===== config.mk =====
export PLATFORM = sky130hd
export DESIGN_NAME = conv_stream_engine
export DESIGN_NICKNAME = d
export VERILOG_FILES = /design/src/rtl/conv_stream_engine.sv
export SDC_FILE = /design/constraint.sdc
export NUM_CORES = 2
export LEC_CHECK = 0
export ABC_AREA = 1
export CELL_PAD_IN_SITES_DETAIL_PLACEMENT = 0
export CELL_PAD_IN_SITES_GLOBAL_PLACEMENT = 2
export CORE_MARGIN = 2
export CORE_UTILIZATION = 25
export CTS_CLUSTER_DIAMETER = 120
export DETAILED_ROUTE_END_ITERATION = 6
export PLACE_DENSITY_LB_ADDON = 0.1
export SETUP_SLACK_MARGIN = 0.02
export SYNTH_ARGS = -nofsm -noshare
export SYNTH_HDL_FRONTEND = slang
export SYNTH_SLANG_ARGS = --single-unit

===== constraint.sdc =====
create_clock -name clk -period 10.71 [get_ports clk]
set_input_delay 1.071 -clock clk [delete_from_list [all_inputs] [get_ports clk]]
set_output_delay 1.071 -clock clk [all_outputs]
set_load 0.01 [all_outputs]

===== src/rtl/conv_stream_engine.sv =====
// Streaming 2-D convolution: raster-order pixels in, padded KxK window from line buffers,
// requantised/ReLU/saturated pixels out. Optional signed bias input under `CONV_BIAS_EN`.
module conv_stream_engine #(
   parameter int IFMAP_HEIGHT  = 32,
   parameter int IFMAP_WIDTH   = 32,
   parameter int KERNEL_HEIGHT = 3,
   parameter int KERNEL_WIDTH  = 3,
   parameter int DATA_WIDTH    = 8,
   parameter int CHANNELS      = 1,
   parameter int H_STRIDE      = 1,
   parameter int V_STRIDE      = 1,
   parameter int PADDING       = 1
) (
   input  logic                                                   clk,
   input  logic                                                   reset,
   input  logic                                                   start,
   input  logic [CHANNELS*KERNEL_HEIGHT*KERNEL_WIDTH*DATA_WIDTH-1:0] weights,
   input  logic [4:0]                                             shift,
`ifdef CONV_BIAS_EN
   input  logic signed [2*DATA_WIDTH-1:0]                         bias,
`endif
   input  logic                                                   in_valid,
   output logic                                                   in_ready,
   input  logic [CHANNELS*DATA_WIDTH-1:0]                         in_data,
   output logic                                                   out_valid,
   input  logic                                                   out_ready,
   output logic [DATA_WIDTH-1:0]                                  out_data,
   output logic                                                   out_last,
   output logic                                                   busy,
   output logic                                                   done
);
   // Handshakes: a transfer happens on a rising clk edge where valid && ready; the producer
   // holds valid and data stable until that edge.
   localparam int PH     = IFMAP_HEIGHT + 2*PADDING;
   localparam int PW     = IFMAP_WIDTH + 2*PADDING;
   localparam int OH     = (PH - KERNEL_HEIGHT) / V_STRIDE + 1;
   localparam int OW     = (PW - KERNEL_WIDTH) / H_STRIDE + 1;
   localparam int PIX_W  = CHANNELS*DATA_WIDTH;
   localparam int ACC_W  = 2*DATA_WIDTH + 1 + $clog2(CHANNELS*KERNEL_HEIGHT*KERNEL_WIDTH);
   localparam int RW     = (PH > 1) ? $clog2(PH) : 1;
   localparam int CW     = (PW > 1) ? $clog2(PW) : 1;
   localparam int LB_N   = (KERNEL_HEIGHT > 1) ? KERNEL_HEIGHT-1 : 1;
   localparam int LAST_R = (OH-1)*V_STRIDE + KERNEL_HEIGHT - 1;
   localparam int LAST_C = (OW-1)*H_STRIDE + KERNEL_WIDTH - 1;
   localparam logic signed [ACC_W-1:0] MAX_Q = ACC_W'((1 << DATA_WIDTH) - 1);

   typedef enum logic [1:0] {S_IDLE, S_STREAM, S_DONE} state_t;

   state_t state_q, state_d;
   logic [RW-1:0] pr;
   logic [CW-1:0] pc;
   logic          scan_end;
   logic [CHANNELS*KERNEL_HEIGHT*KERNEL_WIDTH*DATA_WIDTH-1:0] w_q;
   logic [4:0]    shift_q;
`ifdef CONV_BIAS_EN
   logic signed [2*DATA_WIDTH-1:0] bias_q;
`endif

   logic [PIX_W-1:0] lb    [LB_N][PW];
   logic [PIX_W-1:0] win   [KERNEL_HEIGHT][KERNEL_WIDTH];
   logic [PIX_W-1:0] win_n [KERNEL_HEIGHT][KERNEL_WIDTH];
   logic [PIX_W-1:0] col   [KERNEL_HEIGHT];
   logic [PIX_W-1:0] px_in;

   logic border, stall, scan_on, advance, emit, last_win;
   int   pr_i, pc_i;
   logic signed [ACC_W-1:0] acc, q, px_s, wt_s;
   logic [DATA_WIDTH-1:0]   sat;

   always_comb begin
      pr_i     = int'(pr);
      pc_i     = int'(pc);
      border   = (pr_i < PADDING) || (pr_i >= PADDING + IFMAP_HEIGHT) ||
                 (pc_i < PADDING) || (pc_i >= PADDING + IFMAP_WIDTH);
      stall    = out_valid && !out_ready;
      scan_on  = (state_q == S_STREAM) && !scan_end && !stall;
      in_ready = scan_on && !border;
      advance  = scan_on && (border || in_valid);
      px_in    = border ? '0 : in_data;
      emit     = (pr_i >= KERNEL_HEIGHT-1) && (pc_i >= KERNEL_WIDTH-1) &&
                 (((pr_i - KERNEL_HEIGHT + 1) % V_STRIDE) == 0) &&
                 (((pc_i - KERNEL_WIDTH + 1) % H_STRIDE) == 0);
      last_win = (pr_i == LAST_R) && (pc_i == LAST_C);
   end

   // Column entering the window: oldest buffered row at k=0, the live pixel at the bottom.
   always_comb begin
      col[KERNEL_HEIGHT-1] = px_in;
      for (int k = 0; k < KERNEL_HEIGHT-1; k++) col[k] = lb[KERNEL_HEIGHT-2-k][pc];
      for (int k = 0; k < KERNEL_HEIGHT; k++) begin
         for (int c = 0; c < KERNEL_WIDTH-1; c++) win_n[k][c] = win[k][c+1];
         win_n[k][KERNEL_WIDTH-1] = col[k];
      end
   end

   // MAC over the window as it will look after this advance, so the result registers with it.
   always_comb begin
`ifdef CONV_BIAS_EN
      acc = ACC_W'(bias_q);
`else
      acc = '0;
`endif
      px_s = '0;
      wt_s = '0;
      for (int ch = 0; ch < CHANNELS; ch++)
         for (int k = 0; k < KERNEL_HEIGHT; k++)
            for (int c = 0; c < KERNEL_WIDTH; c++) begin
               px_s = ACC_W'($signed({1'b0, win_n[k][c][ch*DATA_WIDTH +: DATA_WIDTH]}));
               wt_s = ACC_W'($signed(w_q[((ch*KERNEL_HEIGHT+k)*KERNEL_WIDTH+c)*DATA_WIDTH +: DATA_WIDTH]));
               acc  = acc + px_s * wt_s;
            end
      q = acc >>> shift_q;
      if (q[ACC_W-1])   sat = '0;
      else if (q > MAX_Q) sat = '1;
      else              sat = q[DATA_WIDTH-1:0];
   end

   always_comb begin
      state_d = state_q;
      busy    = 1'b0;
      done    = 1'b0;
      case (state_q)
         S_IDLE:   if (start) state_d = S_STREAM;
         S_STREAM: begin
            busy = 1'b1;
            if (out_valid && out_ready && out_last) state_d = S_DONE;
         end
         S_DONE: begin
            done    = 1'b1;
            state_d = S_IDLE;
         end
         default:  state_d = S_IDLE;
      endcase
   end

   always_ff @(posedge clk or posedge reset) begin
      if (reset) begin
         state_q   <= S_IDLE;
         pr        <= '0;
         pc        <= '0;
         scan_end  <= 1'b0;
         w_q       <= '0;
         shift_q   <= '0;
`ifdef CONV_BIAS_EN
         bias_q    <= '0;
`endif
         out_valid <= 1'b0;
         out_data  <= '0;
         out_last  <= 1'b0;
      end else begin
         state_q <= state_d;
         if (state_q == S_IDLE && start) begin
            w_q      <= weights;
            shift_q  <= shift;
`ifdef CONV_BIAS_EN
            bias_q   <= bias;
`endif
            pr       <= '0;
            pc       <= '0;
            scan_end <= 1'b0;
         end
         if (advance) begin
            if (pc == CW'(PW-1)) begin
               pc <= '0;
               pr <= pr + RW'(1);
            end else begin
               pc <= pc + CW'(1);
            end
            if (emit && last_win) scan_end <= 1'b1;
         end
         if (advance && emit) begin
            out_valid <= 1'b1;
            out_data  <= sat;
            out_last  <= last_win;
         end else if (out_valid && out_ready) begin
            out_valid <= 1'b0;
            out_last  <= 1'b0;
         end
      end
   end

   // Storage only; contents are don't-care until overwritten by the current frame.
   always_ff @(posedge clk) begin
      if (advance) begin
         for (int k = 0; k < KERNEL_HEIGHT; k++)
            for (int c = 0; c < KERNEL_WIDTH; c++) win[k][c] <= win_n[k][c];
         if (KERNEL_HEIGHT > 1) begin
            lb[0][pc] <= px_in;
            for (int j = 1; j < LB_N; j++) lb[j][pc] <= lb[j-1][pc];
         end
      end
   end

endmodule


==> key figures <==
Run status
  • Status: completed

Routing
  • DRT iter0 DRCs: 2,263
  • Via count: 32,500
  • Post-route ant nets: 0
  • Average wire per standard cell: 24.0 um
  • Initial DRT Pass Iterations: 5
  • Via density per instance: 4.30
  • DRC viols: 0
  • DRT Wirelength: 181,000 um

GRT
  • Vias in the first global route: 35,100
  • Antenna violations before repair: 7
  • First-pass GRT wire length: 260,000 um
  • Largest net degree at the start of global routing: 49
  • GR Util All Layers: 18.4%
  • Total gr overflow: 0

Clock network
  • CTS Buffer Depth: 3
  • Hold buffer count at CTS: 0
  • Clock transition at path regs: 0.06 ns
  • Clock Sinks: 694
  • TritonCTS Buffers: 88
  • Clk Latency, worst-skew pair: 0.73 ns
  • Clock root buffer: clkbuf_16
  • CTS H-tree depth: 3
  • TritonCTS clock tree: yes

Floorplanning
  • Core Box Area: 195,000 um^2
  • Die Area: 200,000 um^2
  • Boundary Pins: 103
  • Die height: 447 um
  • Initial Util: 25.2%
  • Chip width: 447 um
  • # rows: 162

Synth
  • Ys async rst share: 14.7%
  • Most frequent cell after synthesis: inv_1
  • Yosys reg bits: 694
  • Top post-synthesis cells by area: edfxtp_1 36%, fa_1 23%, ha_1 7.7%
  • Post-Syn Nets: 5,535
  • Post-synth cell types: 47
  • Largest area contributor in the netlist: edfxtp_1
  • Syn avg cell area: 10.7 um^2
  • Ys flop type: edfxtp_1
  • Share of Yosys cell area claimed by the top area cell type: 36.3%
  • Ys Warns: 0
  • Post-Syn Instances: 4,570
  • Mapped Area: 49,000 um^2
  • Top cells by count, synth: 1,001 x inv_1, 893 x nand2_1, 592 x edfxtp_1
  • Post-synthesis sequential area ratio: 41.5%
  • Post-synth EDFFs: 592

Setup path
  • Reg2Reg Depth: 48
  • Critical Path Slowest Stage Cell: fa_2
  • Critical Path Most Common Cell: fa_1
  • Worst R2R End: out_data[3]
  • WS Path Type: register to register
  • CP Max Fanout: 13
  • CP Capture Type: register
  • Worst r2r src: pc[1]
  • CP max stage delay: 0.69 ns
  • CP Launch Type: register
  • Required time of the critical path: 11.32 ns
  • Critical Path AT: 10.87 ns
  • R2R setup slack: 0.45 ns

Placement
  • Port Buf Inserts: 102
  • HPWL after DPL: 142,000 um
  • GPL Wtd Cong: 0.827

Timing
  • Fin. Hold Viols: 0
  • RSZ-0062 raised after global routing: yes
  • Tcrit/Tclk final: 95.8%
  • Max_slew headroom: 34.2%
  • Setup Skew: 0.0555 ns
  • Worst-margin pin slew: 0.986 ns
  • Tmin final: 10.26 ns
  • Achievable frequency: 0.0975 GHz
  • Setup Viol. Count Final: 0
  • Slew Limit Fails: 0

Final layout
  • Nets: 5,838
  • Final Core Density: 30.2%
  • Share of cells above drive strength 1: 13.8%
  • Syn-to-layout area delta: 20.0%

Min path
  • WHS Path Cells: 2
  • Min-delay worst type: register to register
  • WHS Endpoint: out_data[7]
  • Hold path startpoint: out_data[7]

Job
  • Max cap viols: 0
==> metrics by stage <==
stage | hold WS [ns] | worst slack, ns | cell area (um^2) | cells | setup TNS [ns]
after floorplan | 0.424 | 1.28 | 49000 | 4570 | 0
after global placement | 0.487 | -0.0349 | 55000 | 7381 | -0.214
after detailed placement | 0.485 | -0.00222 | 55000 | 7381 | -0.00231
after CTS | 0.500 | 0.0205 | 57900 | 7547 | 0
after global routing | 0.528 | -0.0296 | 58800 | 7570 | -0.110
final | 0.494 | 0.451 | 58800 | 7572 | 0
==> logic make-up (layout without fill, tap and decap cells) <==
family / count (synthesis) / after routing / synth area share (%)
buffers and inverters: 1210 / 1584 / 9.40
adders and majority gates: 875 / 875 / 31.1
xor gates and xnor gates: 16 / 16 / 0.286
AOI/OAI and AO/OA: 336 / 336 / 4.93
DFF: 694 / 694 / 41.5
and+or+nand+nor: 1393 / 1394 / 11.7
other: 0 / 3 / 0
muxes: 46 / 46 / 1.05
==> metal layers <==
layer / global-route usage (%) / vias up / wire length (um)
met5: 0 / - / 7
met4: 3.89 / 2 / 3750
met3: 2.49 / 169 / 6100
met2: 28.3 / 500 / 80600
met1: 27.4 / 16800 / 91000
li1: - / 15100 / -
==> layout make-up <==
| cell class | count | area, um^2 |
|---|---|---|
| fillers | 20300 | 136000 |
| multi-input cells | 2667 | 24900 |
| flip-flops and latches | 694 | 20300 |
| inverters | 1025 | 3870 |
| repair buffers | 397 | 3610 |
| well taps | 2624 | 3280 |
| clock buffers | 111 | 2330 |
| clock inverters | 51 | 528 |
| diodes | 3 | 7.51 |
==> layout by cell type, fill, tap and decap left out, types with 8 or more instances in the layout <==
cell type,netlist,final
a21o_1,9,8
a21oi_1,74,70
a221o_1,8,8
a221oi_1,60,46
a221oi_2,0,12
a22o_1,43,43
a22oi_1,86,86
a31oi_1,14,13
buf_12,0,26
buf_4,2,263
clkbuf_1,143,21
clkbuf_16,0,91
clkdlybuf4s50_1,0,102
clkinv_1,13,24
clkinv_2,0,16
dfrtp_1,102,99
edfxtp_1,592,592
fa_1,574,554
fa_2,0,20
ha_1,301,292
ha_4,0,8
inv_1,1001,995
inv_2,10,14
mux2_2,42,42
nand2_1,893,859
nand2_2,7,36
nand2_4,3,8
nand3_1,110,80
nand3_2,7,36
nand4_1,55,55
nor2_1,260,243
nor2_2,18,23
nor2_4,0,13
nor3_2,4,13
o211ai_1,8,8
o21ai_0,23,21
xnor2_1,8,8
==> critical path, delay by kind of cell (launching register included) <==
family / cells / cell delay (ns)
AOI/OAI and AO/OA: 3 / 0.78
adders and majority gates: 11 / 5.38
buffers and inverters: 9 / 1.07
DFF: 1 / 0.46
and+or+nand+nor: 25 / 2.45
==> sequential cells by signal, indices dropped and copies added, names as in the netlist <==
name	flops
pc	6
scan_end	1
w_q	72
out_data	8
out_valid	1
out_last	1
shift_q	5
lb	544
win	48
pr	6
state_q	2
==> worst max-delay path by stage <==
stage	from	end	slack [ns]	cells past startpoint
after CTS	pc[1]	out_data[3]	0.02	46
after global routing	pc[1]	out_data[0]	-0.03	44
after floorplan	pc[2]	out_data[5]	1.28	47
after detailed placement	pc[1]	out_data[3]	-0.002	42
final	pc[1]	out_data[3]	0.45	48
after global placement	pc[1]	out_data[5]	-0.03	44
==> what timing repair did <==
item	in CTS	in global routing
gates resized for setup	4	172
pin swaps	2	61
setup buffers	4	20
gates cloned	0	2
setup endpoints to repair	8	8
Power is not shown: default switching activity piles up to over one toggle a cycle in this logic, so the estimate is an artifact.
